<file path="config.mk">
export PLATFORM = sky130hd
export DESIGN_NAME = button_debounce
export DESIGN_NICKNAME = d
export VERILOG_FILES = /design/src/rtl/button_debounce.sv
export SDC_FILE = /design/constraint.sdc
export NUM_CORES = 1
export LEC_CHECK = 0
export CAP_MARGIN = 20
export CORE_MARGIN = 2
export CORE_UTILIZATION = 60
export DETAILED_ROUTE_END_ITERATION = 16
export PLACE_DENSITY = 0.92
export SETUP_SLACK_MARGIN = 0.2
export SLEW_MARGIN = 15
export SYNTH_ARGS = -nofsm -noshare
export SYNTH_HDL_FRONTEND = slang
export SYNTH_SLANG_ARGS = --single-unit
</file>
<file path="constraint.sdc">
create_clock -name clk -period 3.4 [get_ports clk]
set_input_delay 0.51 -clock clk [delete_from_list [all_inputs] [get_ports clk]]
set_output_delay 0.51 -clock clk [all_outputs]
set_load 0.01 [all_outputs]
</file>
<file path="src/rtl/button_debounce.sv">
// Push-button conditioner: per-channel 2-flop synchroniser and tick-sampled bounce filter.
// One shared prescaler produces the slow tick used as the filter clock enable.
module button_debounce #(
    parameter int WIDTH        = 2,
    parameter int TICK_DIV     = 100000,
    parameter int STABLE_TICKS = 10
) (
    input  logic             clk,
    input  logic             rst,
    input  logic [WIDTH-1:0] btn_in,
    output logic             tick,
    output logic [WIDTH-1:0] btn_level,
    output logic [WIDTH-1:0] btn_press,
    output logic [WIDTH-1:0] btn_release
);

    localparam int unsigned WIDTH_U = WIDTH;
    localparam int DIV_W = (TICK_DIV > 1) ? $clog2(TICK_DIV) : 1;
    localparam int CNT_W = $clog2(STABLE_TICKS + 1);
    localparam logic [DIV_W-1:0] DIV_LAST = DIV_W'(TICK_DIV - 1);
    localparam logic [CNT_W-1:0] CNT_LAST = CNT_W'(STABLE_TICKS - 1);

    localparam logic [0:0] ST_STABLE  = 1'b0;
    localparam logic [0:0] ST_PENDING = 1'b1;

    logic [DIV_W-1:0] div_q, div_d;
    logic             tick_q, tick_d;

    logic [WIDTH-1:0] s1_q, s2_q;

    logic [CNT_W-1:0] cnt_q [WIDTH];
    logic [CNT_W-1:0] cnt_d [WIDTH];
    logic [WIDTH-1:0] level_q, level_d;
    logic [WIDTH-1:0] press_q, press_d;
    logic [WIDTH-1:0] release_q, release_d;
    logic [WIDTH-1:0] state_w;

    always_comb begin
        tick_d = (div_q == DIV_LAST);
        div_d  = tick_d ? '0 : div_q + DIV_W'(1);
    end

    always_ff @(posedge clk) begin
        if (rst) begin
            div_q  <= '0;
            tick_q <= 1'b0;
        end else begin
            div_q  <= div_d;
            tick_q <= tick_d;
        end
    end

    always_ff @(posedge clk) begin
        if (rst) begin
            s1_q <= '0;
            s2_q <= '0;
        end else begin
            s1_q <= btn_in;
            s2_q <= s1_q;
        end
    end

    // The registered tick is the enable, so acceptance lands on the edge after tick_q is seen high.
    always_comb begin
        level_d   = level_q;
        press_d   = '0;
        release_d = '0;
        state_w   = '0;
        for (int unsigned i = 0; i < WIDTH_U; i++) begin
            cnt_d[i]   = cnt_q[i];
            state_w[i] = (s2_q[i] != level_q[i]) ? ST_PENDING : ST_STABLE;
            case (state_w[i])
                ST_STABLE: cnt_d[i] = '0;
                default: begin
                    if (tick_q) begin
                        if (cnt_q[i] == CNT_LAST) begin
                            level_d[i]   = s2_q[i];
                            cnt_d[i]     = '0;
                            press_d[i]   = s2_q[i];
                            release_d[i] = ~s2_q[i];
                        end else begin
                            cnt_d[i] = cnt_q[i] + CNT_W'(1);
                        end
                    end
                end
            endcase
        end
    end

    always_ff @(posedge clk) begin
        if (rst) begin
            for (int unsigned i = 0; i < WIDTH_U; i++) begin
                cnt_q[i] <= '0;
            end
            level_q   <= '0;
            press_q   <= '0;
            release_q <= '0;
        end else begin
            for (int unsigned i = 0; i < WIDTH_U; i++) begin
                cnt_q[i] <= cnt_d[i];
            end
            level_q   <= level_d;
            press_q   <= press_d;
            release_q <= release_d;
        end
    end

    assign tick        = tick_q;
    assign btn_level   = level_q;
    assign btn_press   = press_q;
    assign btn_release = release_q;

endmodule

</file>
* After elaboration in Yosys (flattened, before gate mapping)
Memories as Yosys holds them, arrays and structs flattened.
Index checks and enable logic that the tools add are counted.
** Storage, ports and cells
- Logic and storage cells :: 46
- Input port bits :: 4
- Memories kept :: 1
- RAM bits :: 8
- Register bits :: 28
** Operators by class
- Equality and inequality tests :: 5
- Reduce and logical (&&, ||, !) cells :: 5
- Add/subtract/negate cells :: 3
- Bitwise gates (word level) :: 9
- Multiplexer cells :: 13
** Memories
- cnt_q :: words 2, bits a word 4, rd ports 2, clocked after memory_dff 0, wr ports 2, line 31 : logic [CNT_W-1:0] cnt_q [WIDTH];
** Operators with widths (number)
- $mux 4 :: 8
- $add 17x1->17 const B :: 1
- $eq 17x17->1 const B :: 1
- $add 4x1->4 const B :: 2
- $eq 4x4->1 const B :: 2
- $reduce_or 4->1 :: 2
- $not 1->1 :: 7
- $reduce_and 3->1 :: 2
- $mux 1 :: 5
- $ne 1x1->1 :: 2
- $or 1x1->1 :: 2
- $reduce_or 2->1 :: 1

* Longest topological paths before layout
- Word-level depth :: 5
- Depth in mapped cells :: 6

* Worst setup path before layout
Ideal clock, no wire load.
- Kind :: register -> register
- From :: reg div_q[0]
- To :: reg div_q[8]
- Slack :: 1990 ps
- Setup time :: 115 ps
- Arrival :: 1296 ps
- Stages on the path, launching flop included :: 7
- Cell sequence :: dfxtp_1 ha_1 and4_2 nand4_2 nand2b_2 buf_6 nor2_1
** Between the ends
- Word-level cells in the longest chain between the ends :: 2
- Elaborated cells on any way between the ends :: 3
** Ends and longest elaborated chain
- start: declaration :: line 26 : logic [DIV_W-1:0] div_q, div_d;
- start signal: assignment :: line 48 : div_q <= div_d;
- branches (longest 2 deep; another with $add 17x1->17)
Parallel ways; which one is timed is not known.
A chain may end at the register's enable or synchronous reset.

* Worst setup path after layout
- From :: reg tick_q (netlist: tick)
- To :: out tick
** RTL lines
- start: declaration :: line 27 : logic tick_q, tick_d;
- start signal: assignment :: line 49 : tick_q <= tick_d;
- end: declaration :: line 11 : output logic tick,
No word-level cell between the ends.

==> impl_metrics.py <==
metrics = {
    "global_routing": {
        "grt_antenna_before_repair": 0,
        "grt.overflow.total": 0,
        "grt_pass1_wl_mm": 4.22,
        "grt_pass1_vias": 1009,
        "grt_max_degree": 16,
        "grt_use_total_pct": 21.2,
    },
    "place": {
        "place_congestion": 0.826,
        "port_buffers": 10,
        "hpwlAfterDp_mm": 1.80,
        "dp.cells": 186,
    },
    "hold_path": {
        "hold-path-cell-count": 1,
        "hp-start": "s1_q[1]",
        "hold_class": "reg -> reg",
        "min_to": "s2_q[1]",
    },
    "timing": {
        "fmax_ghz": 0.519,
        "hold_viol": 0,
        "clock_skew_ns": 0.0194,
        "fin_crit_ns": 1.93,
        "setup_viol": 0,
        "holdWs_ns": 0.437,
        "slew_headroom_pct": 71.6,
        "fin_setup_tns_ns": 0,
        "tightest_slew_ns": 0.425,
        "drv_slew": 0,
        "rsz0062_at_grt": "no",
        "finalCritPeriodShare_pct": 56.6,
    },
    "route": {
        "dr.pass1.iters": 4,
        "wire_per_inst_um": 13.1,
        "drt_wl_total_mm": 2.54,
        "vias": 1049,
        "drt_iter0_markers": 11,
        "drcViolationCount": 0,
        "ant_nets": 0,
        "vias_per_cell": 5.41,
    },
    "floorplan": {
        "die_h_um": 53.7,
        "io_pins": 11,
        "start_util_pct": 65.0,
        "core-area_mm2": 0.00228,
        "fp.dieW_um": 53.7,
        "dieArea_mm2": 0.00288,
        "rows": 17,
    },
    "worst_setup_path": {
        "crit_path_cell_trace": "clkdlybuf4s50_1",
        "crit_required_ns": 2.89,
        "critPathBufInv": 1,
        "critical-path-slowest-cell": "clkdlybuf4s50_1",
        "worstSetupPathType": "reg -> out",
        "timing.rr.end": "div_q[11]",
        "cp.arrival_ns": 1.42,
        "cp_max_fo": 7,
        "r2r_slack_ns": 1.84,
        "path_delay_family": "buffers and inverters",
        "cp_slowest_stage_delay_ns": 0.58,
        "cp-start-kind": "flip-flop",
        "r2r-start": "div_q[0]",
        "worstSetupEndpointType": "output port",
        "rr_worst_depth": 5,
    },
    "power": {
        "ir_drop_v": 0.000504,
        "pwr-share-clk_pct": 49.9,
        "p_sw_share_pct": 17.7,
        "pwr-share-comb_pct": 2.0,
        "p_per_area_mw_per_mm2": 520,
        "switching_power_mw": 0.158,
        "pwr-share-seq_pct": 48.1,
        "cellLeakagePower_nw": 0.612,
        "power.internal_mw": 0.738,
    },
    "yosys": {
        "synth_area_per_cell_um2": 9.80,
        "post_synth_num_cell_types": 33,
        "synth_cells": 151,
        "yosys.cell_count.top_type": "dfxtp_1",
        "synth_top_area_cell": "dfxtp_1",
        "synth_top_area_share_pct": 48.7,
        "synthFlopType": "dfxtp_1",
        "synth_fp_nets": 156,
        "synth_edf_count": 0,
        "synth_common_cells": "36 x dfxtp_1, 24 x nor2_1, 14 x xor2_1",
        "synth_seq_cells": 36,
        "async_flop_share_pct": 0,
        "syn_area_mm2": 0.00148,
        "yosys-top-cells-area": "dfxtp_1 49%, xor2_1 8.3%, nor2_1 6.1%",
        "yosysWarnings": 0,
        "ys_seq_area_share_pct": 48.7,
    },
    "clock_tree": {
        "cts_setup_buffers": 0,
        "cts_resized": 0,
        "ctsHoldBuffers": 0,
        "path_clk_slew_ns": 0.12,
        "cts_tree": "yes",
        "cts_buffers": 5,
        "clock_sinks": 36,
        "worstSkewPairLatency_ns": 0.36,
        "cts_root_buf": "clkbuf_4",
        "cts_max_level": 2,
        "cts.path.max_buffers": 2,
    },
    "final_layout": {
        "syn_to_final_growth_pct": 16.4,
        "final_cells": 194,
        "drive_gt1_share_pct": 11.4,
        "num-nets-final": 170,
        "antenna-diode-count": 0,
    },
    "run": {
        "max-cap-violations": 0,
    },
    "status": {
        "status": "finished clean",
    },
}
[how the worst max path moves through the flow]
stage / startpoint / to / depth (start not counted)
6_report: tick / tick / 1
5_1_grt: tick / tick / 1
4_1_cts: tick / tick / 1
3_5_place_dp: rst / div_q[7] / 3
3_3_place_gp: rst / div_q[12] / 3
2_1_floorplan: div_q[0] / div_q[8] / 6
[sequential cells by signal, indices dropped and copies added (netlist names)]
name	cells
tick	1
btn_press	2
cnt_q	8
btn_level	2
div_q	17
s2_q	2
s1_q	2
btn_release	2
[logic make-up (layout without fill, tap and decap cells)]
logic type	count (synthesis)	after routing	share of synthesized area [%]
AND/OR/NAND/NOR	77	77	31.7
AO/OA/AOI/OAI	12	12	4.57
XOR/XNOR	19	19	11.2
multiplexers	2	2	1.35
buffers and inverters	4	19	1.61
adder cells (fa/ha/maj)	1	1	0.845
flip-flops	36	36	48.7
[cells in the final DEF (no fill, tap or decap), drive strengths merged, types with 4 or more instances in the layout]
cell	Yosys	final
nor4bb	4	4
xnor2	5	5
nand3	5	5
nand2	5	5
xor2	14	14
o21ai	6	6
nor2b	8	8
nor3b	6	6
a21oi	6	6
clkdlybuf4s50	0	10
nand4	10	10
dfxtp	36	36
nor2	25	25
clkbuf	1	5
[cell type report]
class / instances / area, µm²
Fill cell: 146 / 553
Tap cell: 28 / 35.0
Inverter: 1 / 3.75
Sequential cell: 36 / 721
Clock buffer: 5 / 37.5
Clock inverter: 3 / 90.1
Multi-Input combinational cell: 111 / 736
Timing Repair Buffer: 10 / 100
[per-layer routing]
layer,share of wire [%],wire length [µm],track usage [%]
met1,45,1150,22.1
met2,49,1240,36.4
met3,3.8,97,8.33
met4,2.1,53,11.5
met5,0,0,0
[power groups by stage]
stage	combinational (mW)	clock, mW	sequential [mW]
floorplan	0.0132	0	0.440
global placement	0.0167	0	0.440
detailed placement	0.0178	0	0.441
CTS	0.0180	0.452	0.431
global route	0.0197	0.469	0.432
finish	0.0178	0.448	0.431
[per-stage QoR]
stage          setup slack (ns)  cell area, µm²  power, mW  util, %
2_1_floorplan              1.99            1480      0.453        -
3_3_place_gp               1.59            1600      0.457     70.1
3_5_place_dp               1.52            1600      0.459     70.1
4_1_cts                    1.47            1720      0.901     75.7
5_1_grt                    1.39            1720      0.920     75.7
6_report                   1.47            1720      0.896     75.7
(Power assumes the default switching activity.)
